File: config.mk
export PLATFORM = sky130hd
export DESIGN_NAME = shift_unit_seq
export DESIGN_NICKNAME = d
export VERILOG_FILES = /design/src/rtl/shift_unit_seq.sv
export SDC_FILE = /design/constraint.sdc
export NUM_CORES = 1
export LEC_CHECK = 0
export CELL_PAD_IN_SITES_DETAIL_PLACEMENT = 1
export CELL_PAD_IN_SITES_GLOBAL_PLACEMENT = 2
export CORE_MARGIN = 2
export CORE_UTILIZATION = 29
export CTS_BUF_LIST = sky130_fd_sc_hd__clkbuf_16
export CTS_CLUSTER_DIAMETER = 50
export DETAILED_ROUTE_END_ITERATION = 8
export GPL_ROUTABILITY_DRIVEN = 0
export PLACE_DENSITY = 0.89
export SETUP_SLACK_MARGIN = 0.1
export SLEW_MARGIN = 20
export SYNTH_ARGS = -nofsm -noshare
export SYNTH_HDL_FRONTEND = slang
export SYNTH_SLANG_ARGS = --single-unit
File: constraint.sdc
create_clock -name clk -period 2.2 [get_ports clk]
set_input_delay 0.33 -clock clk [delete_from_list [all_inputs] [get_ports clk]]
set_output_delay 0.33 -clock clk [all_outputs]
set_load 0.01 [all_outputs]
File: src/rtl/shift_unit_seq.sv
// Multi-cycle logical/arithmetic shifter (rotates with SHIFT_SEQ_ROTATE_EN), STEP bit positions per SHIFT cycle.
// Latency ceil(amount/STEP)+1 edges after accept; start is ignored while busy (ready=0), back-to-back accept in DONE.
module shift_unit_seq #(
    parameter  int WIDTH = 16,
    parameter  int STEP  = 1,
    localparam int AMT_W = $clog2(WIDTH)
) (
    input  logic             clk,
    input  logic             rst,
    input  logic             start,
    input  logic [WIDTH-1:0] a,
    input  logic [WIDTH-1:0] b,
    input  logic [3:0]       alu_fun,
    input  logic [AMT_W-1:0] amount,
    output logic             ready,
    output logic             done,
    output logic [WIDTH-1:0] result,
    output logic             flag,
    output logic             carry_out
);

    localparam logic [3:0] OP_SRA_A = 4'b1000;
    localparam logic [3:0] OP_SRA_B = 4'b1001;
    localparam logic [3:0] OP_ROR_A = 4'b1010;
    localparam logic [3:0] OP_ROL_A = 4'b1011;
    localparam logic [3:0] OP_SRL_A = 4'b1100;
    localparam logic [3:0] OP_SLL_A = 4'b1101;
    localparam logic [3:0] OP_SRL_B = 4'b1110;
    localparam logic [3:0] OP_SLL_B = 4'b1111;

    localparam logic [AMT_W:0] STEP_W = (AMT_W+1)'(STEP);

    typedef enum logic [1:0] {
        ST_IDLE  = 2'd0,
        ST_SHIFT = 2'd1,
        ST_DONE  = 2'd2
    } state_t;

    function automatic logic op_supported(input logic [3:0] f);
        logic ok;
        ok = 1'b0;
        case (f)
            OP_SRL_A, OP_SLL_A, OP_SRL_B, OP_SLL_B,
            OP_SRA_A, OP_SRA_B:  ok = 1'b1;
`ifdef SHIFT_SEQ_ROTATE_EN
            OP_ROR_A, OP_ROL_A:  ok = 1'b1;
`endif
            default:             ok = 1'b0;
        endcase
        return ok;
    endfunction

    function automatic logic op_uses_b(input logic [3:0] f);
        return (f == OP_SRL_B) || (f == OP_SLL_B) || (f == OP_SRA_B);
    endfunction

    state_t           state_q, state_d;
    logic [WIDTH-1:0] work_q, work_d;
    logic [AMT_W-1:0] remaining_q, remaining_d;
    logic [3:0]       op_q, op_d;
    logic             wcarry_q, wcarry_d;
    logic [WIDTH-1:0] result_q, result_d;
    logic             flag_q, flag_d;
    logic             carry_out_q, carry_out_d;

    logic             accept;
    logic             op_ok;
    logic [AMT_W-1:0] step_amt;
    logic [WIDTH:0]   shr_ext;
    logic [WIDTH:0]   sra_ext;
    logic [WIDTH:0]   shl_ext;

    // State register
    always_ff @(posedge clk or negedge rst) begin
        if (!rst) begin
            state_q <= ST_IDLE;
        end else begin
            state_q <= state_d;
        end
    end

    // Next-state logic
    always_comb begin
        state_d = state_q;
        case (state_q)
            ST_IDLE:  if (start) state_d = ST_SHIFT;
            ST_SHIFT: if (remaining_q == '0) state_d = ST_DONE;
            ST_DONE:  state_d = start ? ST_SHIFT : ST_IDLE;
            default:  state_d = ST_IDLE;
        endcase
    end

    // FSM outputs
    always_comb begin
        ready = 1'b0;
        done  = 1'b0;
        case (state_q)
            ST_IDLE:  ready = 1'b1;
            ST_DONE: begin
                ready = 1'b1;
                done  = 1'b1;
            end
            default: begin
                ready = 1'b0;
                done  = 1'b0;
            end
        endcase
    end

    assign accept = start && ready;
    assign op_ok  = op_supported(op_q);

    // The final step of a run may be shorter than STEP.
    assign step_amt = ({1'b0, remaining_q} >= STEP_W) ? STEP_W[AMT_W-1:0] : remaining_q;

    // One guard bit beyond the register catches the last bit shifted out.
    assign shr_ext = {work_q, 1'b0} >> step_amt;
    assign sra_ext = $signed({work_q, 1'b0}) >>> step_amt;
    assign shl_ext = {1'b0, work_q} << step_amt;

`ifdef SHIFT_SEQ_ROTATE_EN
    localparam logic [AMT_W:0] WIDTH_W = (AMT_W+1)'(WIDTH);
    logic [AMT_W:0]   rot_inv;
    logic [WIDTH-1:0] ror_val;
    logic [WIDTH-1:0] rol_val;

    assign rot_inv = WIDTH_W - {1'b0, step_amt};
    assign ror_val = (work_q >> step_amt) | (work_q << rot_inv);
    assign rol_val = (work_q << step_amt) | (work_q >> rot_inv);
`endif

    // Datapath next-state
    always_comb begin
        work_d      = work_q;
        remaining_d = remaining_q;
        op_d        = op_q;
        wcarry_d    = wcarry_q;
        result_d    = result_q;
        flag_d      = flag_q;
        carry_out_d = carry_out_q;

        if (accept) begin
            op_d     = alu_fun;
            wcarry_d = 1'b0;
            if (op_supported(alu_fun)) begin
                work_d      = op_uses_b(alu_fun) ? b : a;
                remaining_d = amount;
            end else begin
                work_d      = '0;
                remaining_d = '0;
            end
        end else if (state_q == ST_SHIFT) begin
            if (remaining_q != '0) begin
                remaining_d = remaining_q - step_amt;
                case (op_q)
                    OP_SRL_A, OP_SRL_B: begin
                        work_d   = shr_ext[WIDTH:1];
                        wcarry_d = shr_ext[0];
                    end
                    OP_SLL_A, OP_SLL_B: begin
                        work_d   = shl_ext[WIDTH-1:0];
                        wcarry_d = shl_ext[WIDTH];
                    end
                    OP_SRA_A, OP_SRA_B: begin
                        work_d   = sra_ext[WIDTH:1];
                        wcarry_d = sra_ext[0];
                    end
`ifdef SHIFT_SEQ_ROTATE_EN
                    OP_ROR_A: work_d = ror_val;
                    OP_ROL_A: work_d = rol_val;
`endif
                    default: begin
                        work_d   = work_q;
                        wcarry_d = wcarry_q;
                    end
                endcase
            end else begin
                result_d    = op_ok ? work_q : '0;
                flag_d      = op_ok;
                carry_out_d = op_ok ? wcarry_q : 1'b0;
            end
        end
    end

    always_ff @(posedge clk or negedge rst) begin
        if (!rst) begin
            work_q      <= '0;
            remaining_q <= '0;
            op_q        <= '0;
            wcarry_q    <= 1'b0;
            result_q    <= '0;
            flag_q      <= 1'b0;
            carry_out_q <= 1'b0;
        end else begin
            work_q      <= work_d;
            remaining_q <= remaining_d;
            op_q        <= op_d;
            wcarry_q    <= wcarry_d;
            result_q    <= result_d;
            flag_q      <= flag_d;
            carry_out_q <= carry_out_d;
        end
    end

    assign result    = result_q;
    assign flag      = flag_q;
    assign carry_out = carry_out_q;

endmodule

==> run metrics, run 1 <==
CTS tree=built; commonest cells after routing, fill and taps aside=61 x clkdlybuf4s50_1, 60 x nand2_1, 45 x dfrtp_1, 33 x o21ai_0, 14 x nor2_1; Crit Path Class=reg2reg; IO Pins=63; Worst R2R Setup Slack=around 380 ps; Reg-to-Reg Start=remaining_q[2]$_DFFE_PN0P_; Crit path largest cell delay=~600 ps; Internal Pwr Total=about 2.5 mW; Slew @ Worst Pin=between 500 and 600 ps; Reg clk slew, reported paths=about 60 ps; Startpoint Class=flop; IO buf count=62; total track usage=between 10% and 20%; register share of total power=36.8%; synth unique cells=38; Initial Util=29.8%; R2R depth=5; final core utilization=between 40% and 50%; sequential area share after synthesis=between 40 and 50%; H-tree depth=2; Syn Nets=roughly 320; CTS buffer count=5; area leader, netlist=dfrtp_1; Power Dens Cells=1270 mW/mm^2; worst min-delay path category=in2async; Arrival @ worst endpoint=about 2000 ps; TNS Setup=0 ps; ant diodes=0; routed wire length=7060 um; maximum clock path buffer count=2; most common cell after layout, fill and taps aside=clkdlybuf4s50_1; Comb pwr share=~45%; DP Worst Slack=about 130 ps; final cell count without fillers=between 400 and 500; crit path launch=remaining_q[2]$_DFFE_PN0P_; top post-synthesis cells by area=dfrtp_1 46%, nand2_1 9.2%, o21ai_0 6.7%; layout cell share with drive strength beyond 1=between 10% and 20%; WP data required=2370 ps; clock sink count=45; CP endpoint kind=flop; Post-synth ARST share=between 90% and 100%; crit-path max FO=7; maximum VDD drop=375 uV; crit path time final=~1800 ps; worst hold slack=between 30 and 40 ps; Post-DP Area=between 0.003 and 0.004 sq mm; switching part of the total=approximately two fifths; post-synthesis register bit count=45; fill count=roughly 960; Clock Skew=approximately 9.9 ps; final hold vios=0; vias=2223; RSZ-0062 raised after global routing=false; slew margin rel.=roughly 60%; max cap viols=0; FMAX=around 550 MHz; Inst Count DP=~430; dominant synthesized flop cell=dfrtp_1; nets=374; GRT overflow=0; final setup vio count=0; die height=95.9 um; Mapped Area=approximately 0.0024 sq mm; Yosys top cell area share=46.0%; Final Cycle Share=between 80 and 90%; largest net degree at the start of global routing=37; number of flops mapped to enable cells by yosys=0; DR vias/cell=approximately 5.1; synthesis-to-layout area growth=36.2%; Initial DRT Pass Iterations=5; WL per Instance=between 15 and 20 um; Leakage=~1.4 nW; Net Switching=approximately 1.7 mW; Pwr Total=4.22 mW; first-pass GRT wire length=about 12000 um; crit path max-delay cell type=or4_4; fin. max-slew vios=0; clock root buffer master=clkbuf_16; Hold Buf Count CTS=0; worst-skew pair later-pin latency=between 200 and 300 ps; dpl hpwl=~5300 um; core footprint=approximately 0.0082 sq mm; row cnt=33; Post-Syn Instances=272; vias in the first global route=approximately 2400; initial antenna violation count=0; antenna viol nets, final=0; share of total power in the clock network=between 15 and 20%; CP Cell Sequence=or4_4 -> nand2b_1 -> ha_1 -> o31ai_1 -> a21oi_1; FF-to-FF End=remaining_q[1]$_DFFE_PN0P_; DRC Markers=0; 1st-iter DRT viols=103; status=finished clean; Final WS setup=378 ps; full die area=between 0.009 and 0.01 sq mm; Die Wd=between 90 and 100 um; Synth warnings=0; final instance area=about 0.0033 sq mm; setup bufs post-CTS=0; syn avg cell area=9.00 sq um
cells in the mapped netlist (3+ instances only):
cell type / count
a21oi_1: 8
a31oi_1: 11
a41oi_1: 4
buf_2: 4
clkbuf_1: 15
dfrtp_1: 45
inv_1: 5
mux2_2: 12
mux2i_1: 3
nand2_1: 60
nand2b_1: 8
nand3_1: 4
nor2_1: 14
nor2b_1: 5
o21ai_0: 33
o221ai_1: 11
o31ai_1: 3
power by group through the flow:
stage               combinational [mW]  sequential (mW)  clock, mW
floorplan                         1.21             1.49          0
global route                      2.17             1.62      0.799
global placement                  1.86             1.54          0
CTS                               1.93             1.55      0.765
finish                            1.92             1.55      0.748
detailed placement                1.92             1.56          0
registers in the layout (all words and copies together) (netlist names):
name         cells
carry_out        1
flag             1
op_q             4
remaining_q      4
result          16
state_q          2
wcarry_q         1
work_q          16
how the worst max path moves through the flow:
stage,endpoint
floorplan,remaining_q[1]$_DFFE_PN0P_
global placement,work_q[9]$_DFFE_PN0P_
detailed placement,work_q[2]$_DFFE_PN0P_
CTS,remaining_q[1]$_DFFE_PN0P_
global route,work_q[2]$_DFFE_PN0P_
finish,remaining_q[1]$_DFFE_PN0P_
critical path, delay by kind of cell (launching register included):
family | cells | cell delay, ps
adders and majority gates | 1 | 230
AOI/OAI and AO/OA | 2 | 330
DFF | 1 | 420
and+or+nand+nor | 2 | 730
logic make-up (layout without fill, tap and decap cells):
kind of cell               Yosys count  after routing  share of synthesized area (%)
AOI/OAI and AO/OA                   80             80                           22.4
adders and majority gates            2              2                           1.02
buffers and inverters               27             85                           4.81
DFF                                 45             45                           46.0
muxes                               15             15                           6.75
and+or+nand+nor                    103            103                           19.0
layer usage:
layer / global-route usage [%] / wire (um) / part of all wire, % / up-vias
li1: - / - / - / 1086
met1: 24.0 / 3480 / 49 / 1055
met2: 25.2 / 3120 / 44 / 72
met3: 2.35 / 325 / 4.6 / 10
met4: 5.60 / 138 / 2.0 / 0
met5: 0 / 0 / 0 / -
what timing repair did:
action                                  4_1_cts  5_1_grt
endpoints found under the setup margin        0        1
endpoints found under the hold margin         0        0
resized for setup                             0        1
cell type report:
cell class,instances,area [sq um],share of cell area [%]
multi-input cells,200,1210,36.2
flip-flops and latches,45,1130,33.8
repair buffers,72,703,21.1
well taps,105,131,3.94
clock buffers,5,125,3.75
clock inverters,3,21.3,0.638
inverters,5,18.8,0.563
No activity file was read; power rests on OpenSTA's default activity.
==> inputs of run 2 (changes only) <==
Clock period 2.2 ns to 1.8 ns, I/O delays scaled along.
==> run 2 against run 1 <==
Compared with the run above:
- combinational power increased by 54%
- clock power increased by 38%
- power increased by 38%
- hold slack improved by 300 ps
- setup slack got worse by 310 ps
- register-to-register slack got worse by 310 ps
- critical path type unchanged
- largest power group unchanged
==> run metrics, run 2 (synthesis results as in run 1) <==
crit path max-delay cell type=or4_4; fin. max-slew vios=0; final core utilization=between 40% and 50%; hold path cells=3; Reg-to-Reg Start=remaining_q[3]$_DFFE_PN0P_; CTS tree=built; vias in the first global route=between 2000 and 2500; Worst Hold End=op_q[2]$_DFFE_PN0P_; IO Pins=63; Pwr Total=approximately 5.8 mW; Final WS setup=about 64 ps; Crit Path Class=reg2reg; clock root buffer master=clkbuf_16; DP Worst Slack=-133 ps; CTS buffer count=5; layout cell share with drive strength beyond 1=about 17%; status=finished clean; GRT overflow=0; synthesis-to-layout area growth=47.9%; worst min-delay path category=in2reg; WP data required=between 1500 and 2000 ps; most common cell after layout, fill and taps aside=nand2_1; die height=approximately 96 um; crit path time final=~1700 ps; Initial Util=between 20% and 30%; largest net degree at the start of global routing=34; maximum VDD drop=880 uV; 1st-iter DRT viols=around 150; slew margin rel.=a little under three quarters; maximum clock path buffer count=2; Multi-input gate area=0.00128 sq mm; Initial DRT Pass Iterations=4; dpl hpwl=between 5000 and 6000 um; Crit path largest cell delay=between 500 and 600 ps; commonest cells after routing, fill and taps aside=60 x nand2_1, 59 x clkdlybuf4s50_1, 45 x dfrtp_1, 30 x o21ai_0, 21 x buf_4; IO buf count=a little over 60; full die area=0.00919 sq mm; Arrival @ worst endpoint=1910 ps; worst hold slack=341 ps; worst-skew pair later-pin latency=between 200 and 300 ps; Worst R2R Setup Slack=60 ps; WL per Instance=17.2 um; CP Cell Sequence=or4_4 -> buf_6 -> nand2b_4 -> ha_4 -> o31ai_4 -> a21oi_2; routed wire length=7810 um; core footprint=between 0.008 and 0.009 sq mm; DR vias/cell=slightly above 5; row cnt=33; clock sink count=45; final hold vios=0; Power Dens Cells=about 1600 mW/mm^2; first-pass GRT wire length=approximately 13000 um; H-tree depth=2; fill count=just over 900; antenna viol nets, final=0; Final Cycle Share=between 90% and 100%; RSZ-0062 raised after global routing=true; FMAX=around 580 MHz; Storage cell area=~0.0011 sq mm; Post-DP Area=0.00336 sq mm; crit-path max FO=6; FF-to-FF End=remaining_q[1]$_DFFE_PN0P_; R2R depth=6; final setup vio count=0; Leakage=about 1.5 nW; Clock Skew=approximately 3.4 ps; final instance area=approximately 0.0036 sq mm; Reg clk slew, reported paths=about 60 ps; hold_sp=alu_fun[2]; Slew @ Worst Pin=approximately 440 ps; ant diodes=0; Startpoint Class=flop; CP endpoint kind=flop; nets=just under 400; max cap viols=0; Die Wd=95.9 um; initial antenna violation count=0; DRC Markers=0; vias=roughly 2300; total track usage=between 10% and 20%
## run 2: cell count changes in the layout (fill, tap and decap cells not counted), moves of 2 or more
cell	before	now
o21ai_1	0	3
o21ai_0	33	30
buf_4	9	21
buf_6	0	3
ha_1	2	0
buf_12	1	4
clkdlybuf4s50_1	61	59
## run 2: how the worst max path moves through the flow
stage | start | end | depth (start not counted)
after detailed placement | alu_fun[2] | work_q[6]$_DFFE_PN0P_ | 5
after global routing | remaining_q[1]$_DFFE_PN0P_ | remaining_q[1]$_DFFE_PN0P_ | 7
after global placement | alu_fun[2] | work_q[6]$_DFFE_PN0P_ | 5
final | remaining_q[3]$_DFFE_PN0P_ | remaining_q[1]$_DFFE_PN0P_ | 6
after CTS | remaining_q[1]$_DFFE_PN0P_ | remaining_q[1]$_DFFE_PN0P_ | 6
after floorplan | remaining_q[2]$_DFFE_PN0P_ | remaining_q[1]$_DFFE_PN0P_ | 6
## run 2: cell type report
cell class	count	share of cell area, %
tap	105	3.63
inverter	5	0.519
clock buffer	5	3.46
timing repair buffer	91	24.8
sequential	45	31.1
multi-input combinational	201	35.4
clock inverter	3	1.04
## run 2: report_power, final
group          internal (mW)  total, mW  switching (mW)
Sequential              1.46       1.84           0.381
Clock                  0.645       1.03           0.384
Combinational           1.45       2.96            1.51
Total                   3.55       5.83            2.28
## run 2: routing by layer
metal | track usage, % | wire (um) | up-vias
met1 | 23.8 | 3410 | 1131
li1 | - | - | 1134
met4 | 7.02 | 180 | 0
met5 | 0 | 0 | -
met2 | 30.9 | 3950 | 54
met3 | 2.74 | 272 | 15
## run 2: worst max-delay path: cells and delay by family, from the launching register on
family	cells	cell delay [ps]
AOI/OAI and AO/OA	2	280
adders and majority gates	1	200
buffers and inverters	1	160
and+or+nand+nor	2	590
DFF	1	400
## run 2: what timing repair did
item / 4_1_cts / 5_1_grt
hold endpoints to repair: 17 / 0
gates resized for setup: 9 / 9
hold buffers: 1 / 0
buffers inserted: 1 / 1
endpoints found under the setup margin: 37 / 14
gates cloned: 1 / 0
pin swaps: 3 / 1
## run 2: through the flow
stage / setup TNS [ps] / instances
2_1_floorplan: 0 / 272
3_3_place_gp: -494 / 443
3_5_place_dp: -1210 / 443
4_1_cts: 0 / 454
5_1_grt: -13.2 / 455
6_report: 0 / 455
